$ cat src/rtl/client_menu_dispatch.sv
// Second-level menu controller: title while idle, one-hot child selection on confirm,
// timed error text for bad selections. Optional ACTIVE inactivity timeout: CLIENT_MENU_TIMEOUT_EN.
module client_menu_dispatch #(
  parameter int                N_CHILD  = 4,
  parameter int                SEL_W    = 8,
  parameter int                SHOW_W   = 30,
  parameter int                IDX_W    = 4,
  parameter logic [SHOW_W-1:0] TITLE    = 30'h3FFFEE36,
  parameter logic [SHOW_W-1:0] ERR_TEXT = 30'h3FFFE30E,
  parameter int                ERR_CYC  = 16
`ifdef CLIENT_MENU_TIMEOUT_EN
  ,
  parameter int                TIMEOUT_CYC = 1000
`endif
) (
  input  logic                      clk,
  input  logic                      rst,
  input  logic                      en,
  input  logic [2:0]                press,
  input  logic [SEL_W-1:0]          switch,
  input  logic [N_CHILD*SHOW_W-1:0] child_show_i,
  input  logic [N_CHILD-1:0]        child_done_i,
  output logic [N_CHILD-1:0]        child_en_o,
  output logic [SHOW_W-1:0]         show_o,
  output logic [IDX_W-1:0]          led_small_o,
  output logic                      parent_rst_o
);

  typedef enum logic [1:0] {
    S_IDLE,
    S_ACTIVE,
    S_ERR
  } state_t;

  localparam logic [2:0] P_RLS = 3'b001;
  localparam logic [2:0] P_CON = 3'b010;
  localparam logic [2:0] P_RIS = 3'b100;
  localparam int         CNT_W = $clog2(ERR_CYC + 1);

  state_t             state, state_nxt;
  logic [IDX_W-1:0]   sel, sel_nxt;
  logic [CNT_W-1:0]   err_cnt, err_nxt;

  logic               sw_onehot, sw_valid;
  logic [IDX_W-1:0]   sw_idx;
  logic               done_sel;
  logic               timeout_hit;

  logic [N_CHILD-1:0] child_en_d;
  logic [SHOW_W-1:0]  show_d;
  logic [IDX_W-1:0]   led_d;
  logic               prst_d;

`ifdef CLIENT_MENU_TIMEOUT_EN
  localparam logic [2:0] P_NONE = 3'b111;
  localparam int         TO_W   = $clog2(TIMEOUT_CYC + 1);

  logic [TO_W-1:0] to_cnt, to_nxt;

  // Counts quiet cycles spent in ACTIVE; any press or a fresh entry restarts it.
  always_comb begin
    to_nxt = '0;
    if (en && state == S_ACTIVE && state_nxt == S_ACTIVE && press == P_NONE)
      to_nxt = to_cnt + TO_W'(1);
  end

  always_ff @(posedge clk) begin
    if (rst) to_cnt <= '0;
    else     to_cnt <= to_nxt;
  end

  assign timeout_hit = (state == S_ACTIVE) && (to_cnt == TO_W'(TIMEOUT_CYC - 1));
`else
  assign timeout_hit = 1'b0;
`endif

  // A valid selection is exactly one switch bit set, and that bit addresses a child.
  assign sw_onehot = (switch != '0) && ((switch & (switch - SEL_W'(1))) == '0);
  assign sw_valid  = sw_onehot && (|switch[N_CHILD-1:0]);

  always_comb begin
    // NOTE: every combinational output gets a default first so no latch is inferred.
    sw_idx   = '0;
    done_sel = 1'b0;
    for (int k = 0; k < N_CHILD; k++) begin
      if (switch[k])           sw_idx   = IDX_W'(k);
      if (sel == IDX_W'(k))    done_sel = child_done_i[k];
    end
  end

  // State register and registered outputs.
  always_ff @(posedge clk) begin
    // NOTE: sequential state uses non-blocking assignments so all registers update together.
    if (rst) begin
      state        <= S_IDLE;
      sel          <= '0;
      err_cnt      <= '0;
      child_en_o   <= '0;
      show_o       <= '0;
      led_small_o  <= '0;
      parent_rst_o <= 1'b0;
    end else begin
      state        <= state_nxt;
      sel          <= sel_nxt;
      err_cnt      <= err_nxt;
      child_en_o   <= child_en_d;
      show_o       <= show_d;
      led_small_o  <= led_d;
      parent_rst_o <= prst_d;
    end
  end

  // Next-state logic; en low overrides everything but rst.
  always_comb begin
    state_nxt = state;
    sel_nxt   = sel;
    err_nxt   = err_cnt;
    if (!en) begin
      state_nxt = S_IDLE;
      sel_nxt   = '0;
      err_nxt   = '0;
    end else begin
      case (state)
        S_IDLE: begin
          if (press == P_CON) begin
            if (sw_valid) begin
              state_nxt = S_ACTIVE;
              sel_nxt   = sw_idx;
            end else begin
              state_nxt = S_ERR;
              err_nxt   = CNT_W'(ERR_CYC - 1);
            end
          end
        end
        S_ACTIVE: begin
          if (press == P_RIS || done_sel || timeout_hit) begin
            state_nxt = S_IDLE;
            sel_nxt   = '0;
          end
        end
        S_ERR: begin
          if (press == P_RIS || err_cnt == '0) begin
            state_nxt = S_IDLE;
            err_nxt   = '0;
          end else begin
            err_nxt = err_cnt - CNT_W'(1);
          end
        end
        default: begin
          state_nxt = S_IDLE;
          sel_nxt   = '0;
          err_nxt   = '0;
        end
      endcase
    end
  end

  // Output values derived from the next state so responses land on the sampling edge.
  always_comb begin
    child_en_d = '0;
    show_d     = '0;
    led_d      = '0;
    prst_d     = 1'b0;
    if (en) begin
      case (state_nxt)
        S_IDLE: begin
          show_d = TITLE;
          prst_d = (state == S_IDLE) && (press == P_RLS);
        end
        S_ACTIVE: begin
          for (int k = 0; k < N_CHILD; k++) begin
            if (sel_nxt == IDX_W'(k)) begin
              child_en_d[k] = 1'b1;
              show_d        = child_show_i[k*SHOW_W +: SHOW_W];
            end
          end
          led_d = sel_nxt + IDX_W'(1);
        end
        S_ERR: begin
          show_d = ERR_TEXT;
        end
        default: begin
          show_d = '0;
        end
      endcase
    end
  end

endmodule

$ cat config.mk
export PLATFORM = sky130hd
export DESIGN_NAME = client_menu_dispatch
export DESIGN_NICKNAME = d
export VERILOG_FILES = /design/src/rtl/client_menu_dispatch.sv
export SDC_FILE = /design/constraint.sdc
export NUM_CORES = 1
export LEC_CHECK = 0
export BUFFER_PORTS_ARGS = -buffer_cell sky130_fd_sc_hd__buf_2
export CORE_ASPECT_RATIO = 0.8
export CORE_UTILIZATION = 44
export CTS_CLUSTER_DIAMETER = 150
export DETAILED_ROUTE_END_ITERATION = 8
export GPL_ROUTABILITY_DRIVEN = 0
export GPL_TIMING_DRIVEN = 0
export PLACE_DENSITY = 0.81
export SYNTH_ARGS = -nofsm -noshare
export SYNTH_HDL_FRONTEND = slang
export SYNTH_SLANG_ARGS = --single-unit
$ cat constraint.sdc
create_clock -name clk -period 3.8 [get_ports clk]
set_clock_uncertainty 0.2 [all_clocks]
set_input_delay 0.38 -clock clk [delete_from_list [all_inputs] [get_ports clk]]
set_output_delay 0.38 -clock clk [all_outputs]
set_load 0.02 [all_outputs]
==> results of run 1 <==
## area by class of cell
type	instances	share of cell area [%]
multi-input cells	265	44.7
flip-flops and latches	50	24.6
repair buffers	176	21.7
plain buffers	27	3.17
well taps	84	2.59
clock buffers	5	1.69
inverters	10	0.924
clock inverters	3	0.616
## power groups by stage
stage / Sequential, W / Clock (W) / Combinational (W)
floorplan: 0.000588 / 0 / 0.0000635
global placement: 0.000562 / 0 / 0.000194
detailed placement: 0.000562 / 0 / 0.000198
CTS: 0.000550 / 0.000342 / 0.000199
global route: 0.000553 / 0.000364 / 0.000217
finish: 0.000551 / 0.000332 / 0.000200
## routing by layer
metal  track usage, %  wire length, µm  up-vias
met1             34.5             4310     1626
met2             47.5             4710      172
met4             5.98              109        0
li1                 -                -     1705
met5                0                0        -
met3             6.77              882       16
## kinds of logic (layout without fill, tap and decap cells)
family	count (synthesis)	after routing
XOR/XNOR	2	2
adder cells (fa/ha/maj)	4	4
AND/OR/NAND/NOR	124	124
multiplexers	9	9
AO/OA/AOI/OAI	126	126
buffers and inverters	37	221
flip-flops	50	50
## registers in the layout, indices dropped and copies added, names as in the netlist
| register | flops |
|---|---|
| state | 2 |
| parent_rst_o | 1 |
| show_o | 30 |
| err_cnt | 5 |
| child_en_o | 4 |
| sel | 4 |
| led_small_o | 4 |
## Yosys cell counts, types with 4 or more instances
cell type | instances | area (µm²)
sky130_fd_sc_hd__a32oi_1 | 15 | 131
sky130_fd_sc_hd__dfxtp_1 | 50 | 1000
sky130_fd_sc_hd__nor4_1 | 17 | 106
sky130_fd_sc_hd__nor2_1 | 21 | 78.8
sky130_fd_sc_hd__a211o_1 | 14 | 123
sky130_fd_sc_hd__clkbuf_1 | 15 | 56.3
sky130_fd_sc_hd__a21oi_1 | 12 | 60.1
sky130_fd_sc_hd__nand3_1 | 5 | 25.0
sky130_fd_sc_hd__and3_1 | 5 | 31.3
sky130_fd_sc_hd__nor3_1 | 18 | 90.1
sky130_fd_sc_hd__mux2_2 | 6 | 67.6
sky130_fd_sc_hd__inv_1 | 9 | 33.8
sky130_fd_sc_hd__a21bo_2 | 5 | 50.1
sky130_fd_sc_hd__a21o_1 | 7 | 52.6
sky130_fd_sc_hd__buf_2 | 8 | 40.0
sky130_fd_sc_hd__o21ai_0 | 27 | 135
sky130_fd_sc_hd__nand2_1 | 33 | 124
sky130_fd_sc_hd__a22o_1 | 15 | 131
sky130_fd_sc_hd__nor2b_1 | 4 | 25.0
sky130_fd_sc_hd__and2_1 | 4 | 25.0
sky130_fd_sc_hd__nand2b_1 | 4 | 25.0
sky130_fd_sc_hd__a32o_1 | 4 | 40.0
sky130_fd_sc_hd__a211oi_1 | 5 | 37.5
## metrics by stage
step | cells | total power, W | instance area (µm²)
2_1_floorplan | 352 | 0.000651 | 2950
3_3_place_gp | 612 | 0.000755 | 3940
3_5_place_dp | 612 | 0.000760 | 3940
4_1_cts | 620 | 0.00109 | 4030
5_1_grt | 620 | 0.00113 | 4060
6_report | 620 | 0.00108 | 4060
## what timing repair did
item | CTS | global route
setup endpoints to repair | 12 | 30
hold endpoints to repair | 0 | 0
resized for setup | 2 | 15
## worst paths after layout
kind / startpoint / endpoint / slack (ns) / cells after the start
worst max register to register: state[0]$_SDFF_PP0_ / show_o[10]$_SDFF_PP0_ / 0.23 / 11
worst min-delay path: press[1] / parent_rst_o$_SDFF_PP0_ / 0.06 / 2
worst min register to register: err_cnt[4]$_SDFFE_PP0P_ / err_cnt[4]$_SDFFE_PP0P_ / 0.24 / 2
worst max-delay path: switch[2] / show_o[2]$_SDFF_PP0_ / 0.18 / 15
==> run_summary.xml, run 1 <==
<?xml version="1.0" encoding="UTF-8"?>
<metrics>
  <group name="job">
    <metric name="maxCapViolations" unit="">0</metric>
  </group>
  <group name="floorplanning">
    <metric name="die_h" unit="µm">75.2</metric>
    <metric name="die_width" unit="µm">93.6</metric>
    <metric name="core_area" unit="mm²">0.00644</metric>
    <metric name="fp-row-count" unit="">26</metric>
    <metric name="area_of_the_die" unit="mm²">0.00704</metric>
    <metric name="start_util" unit="%">45.8</metric>
    <metric name="design.portCount" unit="">177</metric>
  </group>
  <group name="placement">
    <metric name="post-place-ws" unit="ns">-0.414</metric>
    <metric name="io_buffers" unit="">176</metric>
    <metric name="detailedPlacementHpwl" unit="µm">7800</metric>
  </group>
  <group name="worst_setup_path">
    <metric name="crit_buf_inv" unit="">4</metric>
    <metric name="crit_path_cells" unit="">buf_2, or4_4, a21oi_4, o211a_4, mux2_4, nor2_1, nor2_1, inv_1, ha_1, clkbuf_2, clkbuf_2, o21ai_0, a32oi_1, nor3_1, a211o_1</metric>
    <metric name="critPathMaxStageDelay" unit="ns">0.55</metric>
    <metric name="timing.critical_path.to_type" unit="">flop</metric>
    <metric name="start_kind" unit="">input pin</metric>
    <metric name="worst-endpoint-required" unit="ns">3.80</metric>
    <metric name="setup.worst_path.class" unit="">in2reg</metric>
    <metric name="critical_path.slowest_cell" unit="">sky130_fd_sc_hd__or4_4</metric>
    <metric name="crit_fanout" unit="">10</metric>
    <metric name="crit_arrival" unit="ns">3.62</metric>
    <metric name="critical-path-top-delay-family" unit="">compound AO/OA/AOI/OAI gates</metric>
  </group>
  <group name="sta">
    <metric name="timing.fmax" unit="MHz">276</metric>
    <metric name="worst_slew_margin_rel" unit="%">60.3</metric>
    <metric name="tightest_slew" unit="ns">0.591</metric>
    <metric name="setup-violations-final" unit="">0</metric>
    <metric name="final_cycle_share" unit="%">95.3</metric>
    <metric name="worst_case_setup_margin_in_the_final_layout" unit="ns">0.179</metric>
    <metric name="hold_worst_slack" unit="ns">0.0626</metric>
    <metric name="setup_repair_after_global_routing_missed_its_margin" unit="">false</metric>
    <metric name="number_of_max_slew_violations_in_the_final_report" unit="">0</metric>
    <metric name="final_hold_viol_count" unit="">0</metric>
    <metric name="final_period_minus_worst_setup_slack" unit="ns">3.62</metric>
    <metric name="setup_tns" unit="ns">0</metric>
  </group>
  <group name="logic_synthesis">
    <metric name="post_synth_mux_area_share" unit="%">3.48</metric>
    <metric name="synth_cells" unit="">352</metric>
    <metric name="ys_dominant_reg_cell" unit="">sky130_fd_sc_hd__dfxtp_1</metric>
    <metric name="ys_seq_elements" unit="">50</metric>
    <metric name="syn-num-nets" unit="">493</metric>
    <metric name="synth_seq_area_share" unit="%">33.9</metric>
    <metric name="synthDistinctLibCells" unit="">60</metric>
    <metric name="number_of_enable_type_register_cells_in_the_synthesized_netlist" unit="">0</metric>
    <metric name="synth_xor_area_share" unit="%">0.594</metric>
    <metric name="yosys_warnings" unit="">0</metric>
    <metric name="synth-compound-area-share" unit="%">32.9</metric>
    <metric name="synthesis.area" unit="mm²">0.00295</metric>
    <metric name="post_synth_fa_ha_maj_area_fraction" unit="%">1.61</metric>
    <metric name="synth.avg_cell_area" unit="µm²">8.38</metric>
    <metric name="synthSimpleGateAreaFrac" unit="%">22.2</metric>
    <metric name="synth_async_sr_flop_share" unit="%">0</metric>
    <metric name="largest_family_of_logic_cells_by_synthesized_area" unit="">compound AO/OA/AOI/OAI gates</metric>
  </group>
  <group name="grt">
    <metric name="grt_antenna_before_repair" unit="">0</metric>
    <metric name="grt_start_max_net_pins" unit="">18</metric>
    <metric name="grt_remaining_overflow" unit="">0</metric>
    <metric name="grt_pass1_vias" unit="">3118</metric>
    <metric name="globalRouteTotalUtil" unit="%">27.3</metric>
    <metric name="grt_first_pass_wirelength" unit="µm">15000</metric>
  </group>
  <group name="drt">
    <metric name="vias_per_cell" unit="">5.68</metric>
    <metric name="post-route-drc-count" unit="">0</metric>
    <metric name="avgRoutedWirePerCell" unit="µm">16.2</metric>
    <metric name="firstDrtPassIters" unit="">5</metric>
    <metric name="drt_iter0_markers" unit="">232</metric>
    <metric name="drt.antenna.violating_nets" unit="">0</metric>
    <metric name="finalWirelength" unit="µm">10000</metric>
    <metric name="num_vias" unit="">3519</metric>
  </group>
  <group name="clock_network">
    <metric name="clock_sink_count" unit="">50</metric>
    <metric name="clk_path_buf_depth" unit="">2</metric>
    <metric name="cts_hold_buf" unit="">0</metric>
    <metric name="clkLatencyLatePin" unit="ns">0.30</metric>
    <metric name="cts_htree_levels" unit="">2</metric>
    <metric name="post_cts.repair.setup_buffers" unit="">0</metric>
    <metric name="path_clk_slew" unit="ns">0.10</metric>
    <metric name="cts_tree" unit="">built</metric>
    <metric name="clk_root_buffer_cell" unit="">sky130_fd_sc_hd__clkbuf_8</metric>
    <metric name="cts_buffers" unit="">5</metric>
  </group>
  <group name="power">
    <metric name="p_clk_share" unit="%">30.7</metric>
    <metric name="power_density" unit="mW/mm²">266</metric>
    <metric name="switching_share" unit="%">28.1</metric>
    <metric name="intPower" unit="W">0.000779</metric>
    <metric name="power.static_leakage" unit="nW">1.96</metric>
    <metric name="combPwrFrac" unit="%">18.5</metric>
    <metric name="share_seq_of_total_power" unit="%">50.8</metric>
    <metric name="vdd.ir_drop.worst" unit="V">0.000152</metric>
    <metric name="total_switching_power" unit="W">0.000304</metric>
  </group>
  <group name="layout">
    <metric name="nets" unit="">676</metric>
    <metric name="layout.area.seq" unit="mm²">0.00100</metric>
    <metric name="most-common-layout-cells" unit="">sky130_fd_sc_hd__buf_2, sky130_fd_sc_hd__dfxtp_1, sky130_fd_sc_hd__nand2_1, sky130_fd_sc_hd__o21ai_0, sky130_fd_sc_hd__nor2_1</metric>
    <metric name="layout_commonest_cell" unit="">sky130_fd_sc_hd__buf_2</metric>
    <metric name="antennaDiodeCount" unit="">0</metric>
    <metric name="area_of_the_multi_input_gates" unit="mm²">0.00182</metric>
    <metric name="filler_cell_count" unit="">588</metric>
    <metric name="finalCoreUtilization" unit="%">63.1</metric>
    <metric name="drive_gt1_share" unit="%">41.8</metric>
    <metric name="area_growth_syn_to_layout" unit="%">37.7</metric>
  </group>
  <group name="run_status">
    <metric name="run_status" unit="">finished, final reports clean</metric>
  </group>
  <group name="hold_path">
    <metric name="hold_path.class" unit="">in2reg</metric>
  </group>
</metrics>
(Power assumes the default switching activity.)
==> run 2, diff against run 1 <==
==> config.mk (replaced) <==
export PLATFORM = sky130hd
export DESIGN_NAME = client_menu_dispatch
export DESIGN_NICKNAME = d
export VERILOG_FILES = /design/src/rtl/client_menu_dispatch.sv
export SDC_FILE = /design/constraint.sdc
export NUM_CORES = 1
export LEC_CHECK = 0
export CORE_ASPECT_RATIO = 0.8
export CORE_UTILIZATION = 63
export CTS_CLUSTER_DIAMETER = 150
export DETAILED_ROUTE_END_ITERATION = 8
export DONT_BUFFER_PORTS = 1
export GPL_ROUTABILITY_DRIVEN = 0
export GPL_TIMING_DRIVEN = 0
export PLACE_DENSITY = 0.79
export SYNTH_ARGS = -nofsm -noshare
export SYNTH_HDL_FRONTEND = slang
export SYNTH_SLANG_ARGS = --single-unit
==> constraint.sdc (replaced) <==
create_clock -name clk -period 3.8 [get_ports clk]
set_clock_uncertainty 0.2 [all_clocks]
set_input_delay 0.76 -clock clk [delete_from_list [all_inputs] [get_ports clk]]
set_output_delay 0.76 -clock clk [all_outputs]
set_load 0.02 [all_outputs]
==> run_summary.xml, run 2 (same netlist as run 1, synthesis figures left out) <==
<?xml version="1.0" encoding="UTF-8"?>
<metrics>
  <group name="run_status">
    <metric name="run_status" unit="">finished, final reports clean</metric>
  </group>
  <group name="worst_setup_path">
    <metric name="regToRegStartpoint" unit="">sel[1]$_SDFF_PP0_</metric>
    <metric name="crit_path_end" unit="">show_o[13]$_SDFF_PP0_</metric>
    <metric name="worst-endpoint-required" unit="ns">3.82</metric>
    <metric name="critical_path.slowest_cell" unit="">sky130_fd_sc_hd__or4_4</metric>
    <metric name="timing.critical_path.to_type" unit="">flop</metric>
    <metric name="critPathMaxStageDelay" unit="ns">0.54</metric>
    <metric name="worstSetupStartpoint" unit="">switch[2]</metric>
    <metric name="critical_path.most_common_cell" unit="">sky130_fd_sc_hd__nor2_1</metric>
    <metric name="crit_fanout" unit="">10</metric>
    <metric name="rr_endpoint" unit="">show_o[4]$_SDFF_PP0_</metric>
    <metric name="rr_worst_depth" unit="">10</metric>
    <metric name="crit_arrival" unit="ns">3.66</metric>
    <metric name="setup.worst_path.class" unit="">in2reg</metric>
    <metric name="start_kind" unit="">input pin</metric>
    <metric name="crit_path_cells" unit="">or4_4, a21oi_4, o211a_4, mux2_4, nor2_1, nor2_1, inv_1, ha_2, buf_6, clkbuf_4, o21ai_0, a32oi_1, nor3_1, a211o_1</metric>
    <metric name="regToRegSetupSlack" unit="ns">0.32</metric>
  </group>
  <group name="layout">
    <metric name="most-common-layout-cells" unit="">sky130_fd_sc_hd__dfxtp_1, sky130_fd_sc_hd__nand2_1, sky130_fd_sc_hd__o21ai_0, sky130_fd_sc_hd__nor2_1</metric>
    <metric name="nets" unit="">500</metric>
    <metric name="layout_top_registers" unit="">show_o: 30 flops, err_cnt: 5 flops</metric>
    <metric name="antennaDiodeCount" unit="">0</metric>
    <metric name="layout_commonest_cell" unit="">sky130_fd_sc_hd__dfxtp_1</metric>
    <metric name="area_growth_syn_to_layout" unit="%">8.27</metric>
    <metric name="filler_cell_count" unit="">360</metric>
    <metric name="finalNonFillerCells" unit="">417</metric>
    <metric name="drive_gt1_share" unit="%">15.0</metric>
    <metric name="largest_register_ffs" unit="">30</metric>
    <metric name="regMostFlops" unit="">show_o</metric>
  </group>
  <group name="floorplanning">
    <metric name="design.portCount" unit="">177</metric>
    <metric name="core_area" unit="mm²">0.00434</metric>
    <metric name="die_h" unit="µm">63.2</metric>
    <metric name="die_width" unit="µm">78.5</metric>
    <metric name="start_util" unit="%">68.1</metric>
    <metric name="area_of_the_die" unit="mm²">0.00496</metric>
    <metric name="fp-row-count" unit="">21</metric>
  </group>
  <group name="drt">
    <metric name="post-route-drc-count" unit="">0</metric>
    <metric name="drt_iter0_markers" unit="">217</metric>
    <metric name="drt.antenna.violating_nets" unit="">0</metric>
    <metric name="avgRoutedWirePerCell" unit="µm">22.4</metric>
    <metric name="finalWirelength" unit="µm">9340</metric>
    <metric name="num_vias" unit="">2982</metric>
    <metric name="vias_per_cell" unit="">7.15</metric>
    <metric name="firstDrtPassIters" unit="">5</metric>
  </group>
  <group name="grt">
    <metric name="grt_start_max_net_pins" unit="">17</metric>
    <metric name="grt_pass1_vias" unit="">2857</metric>
    <metric name="grt_first_pass_wirelength" unit="µm">14400</metric>
    <metric name="grt_antenna_before_repair" unit="">0</metric>
    <metric name="globalRouteTotalUtil" unit="%">38.0</metric>
    <metric name="grt_remaining_overflow" unit="">0</metric>
  </group>
  <group name="clock_network">
    <metric name="clk_root_buffer_cell" unit="">sky130_fd_sc_hd__clkbuf_8</metric>
    <metric name="cts_hold_buf" unit="">0</metric>
    <metric name="cts_buffers" unit="">5</metric>
    <metric name="clkLatencyLatePin" unit="ns">0.32</metric>
    <metric name="clock_sink_count" unit="">50</metric>
    <metric name="clk_path_buf_depth" unit="">2</metric>
    <metric name="path_clk_slew" unit="ns">0.09</metric>
    <metric name="cts_htree_levels" unit="">2</metric>
    <metric name="cts_tree" unit="">built</metric>
  </group>
  <group name="hold_path">
    <metric name="hold_path.class" unit="">reg2reg</metric>
  </group>
  <group name="placement">
    <metric name="detailedPlacementHpwl" unit="µm">7150</metric>
    <metric name="placed_cells" unit="">409</metric>
    <metric name="io_buffers" unit="">0</metric>
    <metric name="post-place-ws" unit="ns">-0.619</metric>
  </group>
  <group name="power">
    <metric name="combPwrFrac" unit="%">7.4</metric>
    <metric name="share_seq_of_total_power" unit="%">55.2</metric>
    <metric name="switching_share" unit="%">25.4</metric>
    <metric name="intPower" unit="W">0.000783</metric>
    <metric name="power.total" unit="W">0.00105</metric>
    <metric name="p_clk_share" unit="%">37.4</metric>
    <metric name="total_switching_power" unit="W">0.000267</metric>
    <metric name="power_density" unit="mW/mm²">329</metric>
    <metric name="power.static_leakage" unit="nW">1.25</metric>
    <metric name="vdd.ir_drop.worst" unit="V">0.000216</metric>
  </group>
  <group name="sta">
    <metric name="number_of_max_slew_violations_in_the_final_report" unit="">0</metric>
    <metric name="worst_case_setup_margin_in_the_final_layout" unit="ns">0.159</metric>
    <metric name="setup-violations-final" unit="">0</metric>
    <metric name="tightest_slew" unit="ns">0.606</metric>
    <metric name="final_period_minus_worst_setup_slack" unit="ns">3.64</metric>
    <metric name="final_cycle_share" unit="%">95.8</metric>
    <metric name="setup_tns" unit="ns">0</metric>
    <metric name="final_hold_viol_count" unit="">0</metric>
    <metric name="timing.fmax" unit="MHz">275</metric>
    <metric name="worst_slew_margin_rel" unit="%">59.3</metric>
    <metric name="hold_worst_slack" unit="ns">0.252</metric>
    <metric name="setup_repair_after_global_routing_missed_its_margin" unit="">false</metric>
  </group>
  <group name="job">
    <metric name="maxCapViolations" unit="">0</metric>
  </group>
</metrics>
==> run 2: cell types whose count changed in the layout (fill, tap and decap cells not counted), sizes merged <==
cell | before | now
buf | 188 | 14
clkbuf | 20 | 18
clkinvlp | 1 | 0
bufinv | 0 | 1
==> run 2: repair_timing <==
item,4_1_cts,5_1_grt
setup endpoints to repair,17,29
pin swaps,0,1
setup buffers,0,1
resized for setup,7,12
==> run 2: layout make-up <==
type                            instances  area [µm²]  area share (%)
Multi-Input combinational cell        265        1820            57.0
Sequential cell                        50        1000            31.3
Buffer                                 26         133            4.15
Tap cell                               57        71.3            2.23
Clock buffer                            5        68.8            2.15
Clock inverter                          3        43.8            1.37
Inverter                               10        37.5            1.18
Timing Repair Buffer                    1        20.0           0.627
==> run 2: worst max-delay path, delay by kind of cell <==
kind	cells	cell delay [ns]
mux	1	0.33
compound gates	5	0.96
simple gates	4	0.86
fa+ha+maj	1	0.26
buf+inv	3	0.47
==> run 2: how the worst min path moves through the flow <==
stage	end	slack (ns)	startpoint	cells after the start
after global placement	err_cnt[4]$_SDFFE_PP0P_	0.21	err_cnt[4]$_SDFFE_PP0P_	2
after floorplan	err_cnt[4]$_SDFFE_PP0P_	0.21	err_cnt[4]$_SDFFE_PP0P_	2
after CTS	err_cnt[4]$_SDFFE_PP0P_	0.26	err_cnt[4]$_SDFFE_PP0P_	2
after detailed placement	err_cnt[4]$_SDFFE_PP0P_	0.23	err_cnt[4]$_SDFFE_PP0P_	2
after global routing	err_cnt[4]$_SDFFE_PP0P_	0.28	err_cnt[4]$_SDFFE_PP0P_	2
final	err_cnt[4]$_SDFFE_PP0P_	0.25	err_cnt[4]$_SDFFE_PP0P_	2
==> run 2: routing by layer <==
metal	vias up	track usage, %	wire [µm]	share of wire (%)
met5	-	0	0	0
met4	0	18.3	267	2.9
met3	30	9.28	931	10
met2	200	61.2	4480	48
met1	1399	47.4	3660	39
li1	1353	-	-	-
==> run 2: power groups by stage <==
stage | Combinational [W] | Sequential (W) | Clock [W]
floorplan | 0.0000636 | 0.000588 | 0
global placement | 0.0000739 | 0.000591 | 0
detailed placement | 0.0000752 | 0.000592 | 0
CTS | 0.0000758 | 0.000579 | 0.000392
global route | 0.0000864 | 0.000580 | 0.000418
finish | 0.0000779 | 0.000579 | 0.000393
==> run 2: per-stage QoR <==
stage	utilization (%)	cell area [µm²]
global route	73.7	3190
floorplan	-	2950
detailed placement	69.8	3020
finish	73.7	3190
global placement	69.8	3020
CTS	72.7	3150
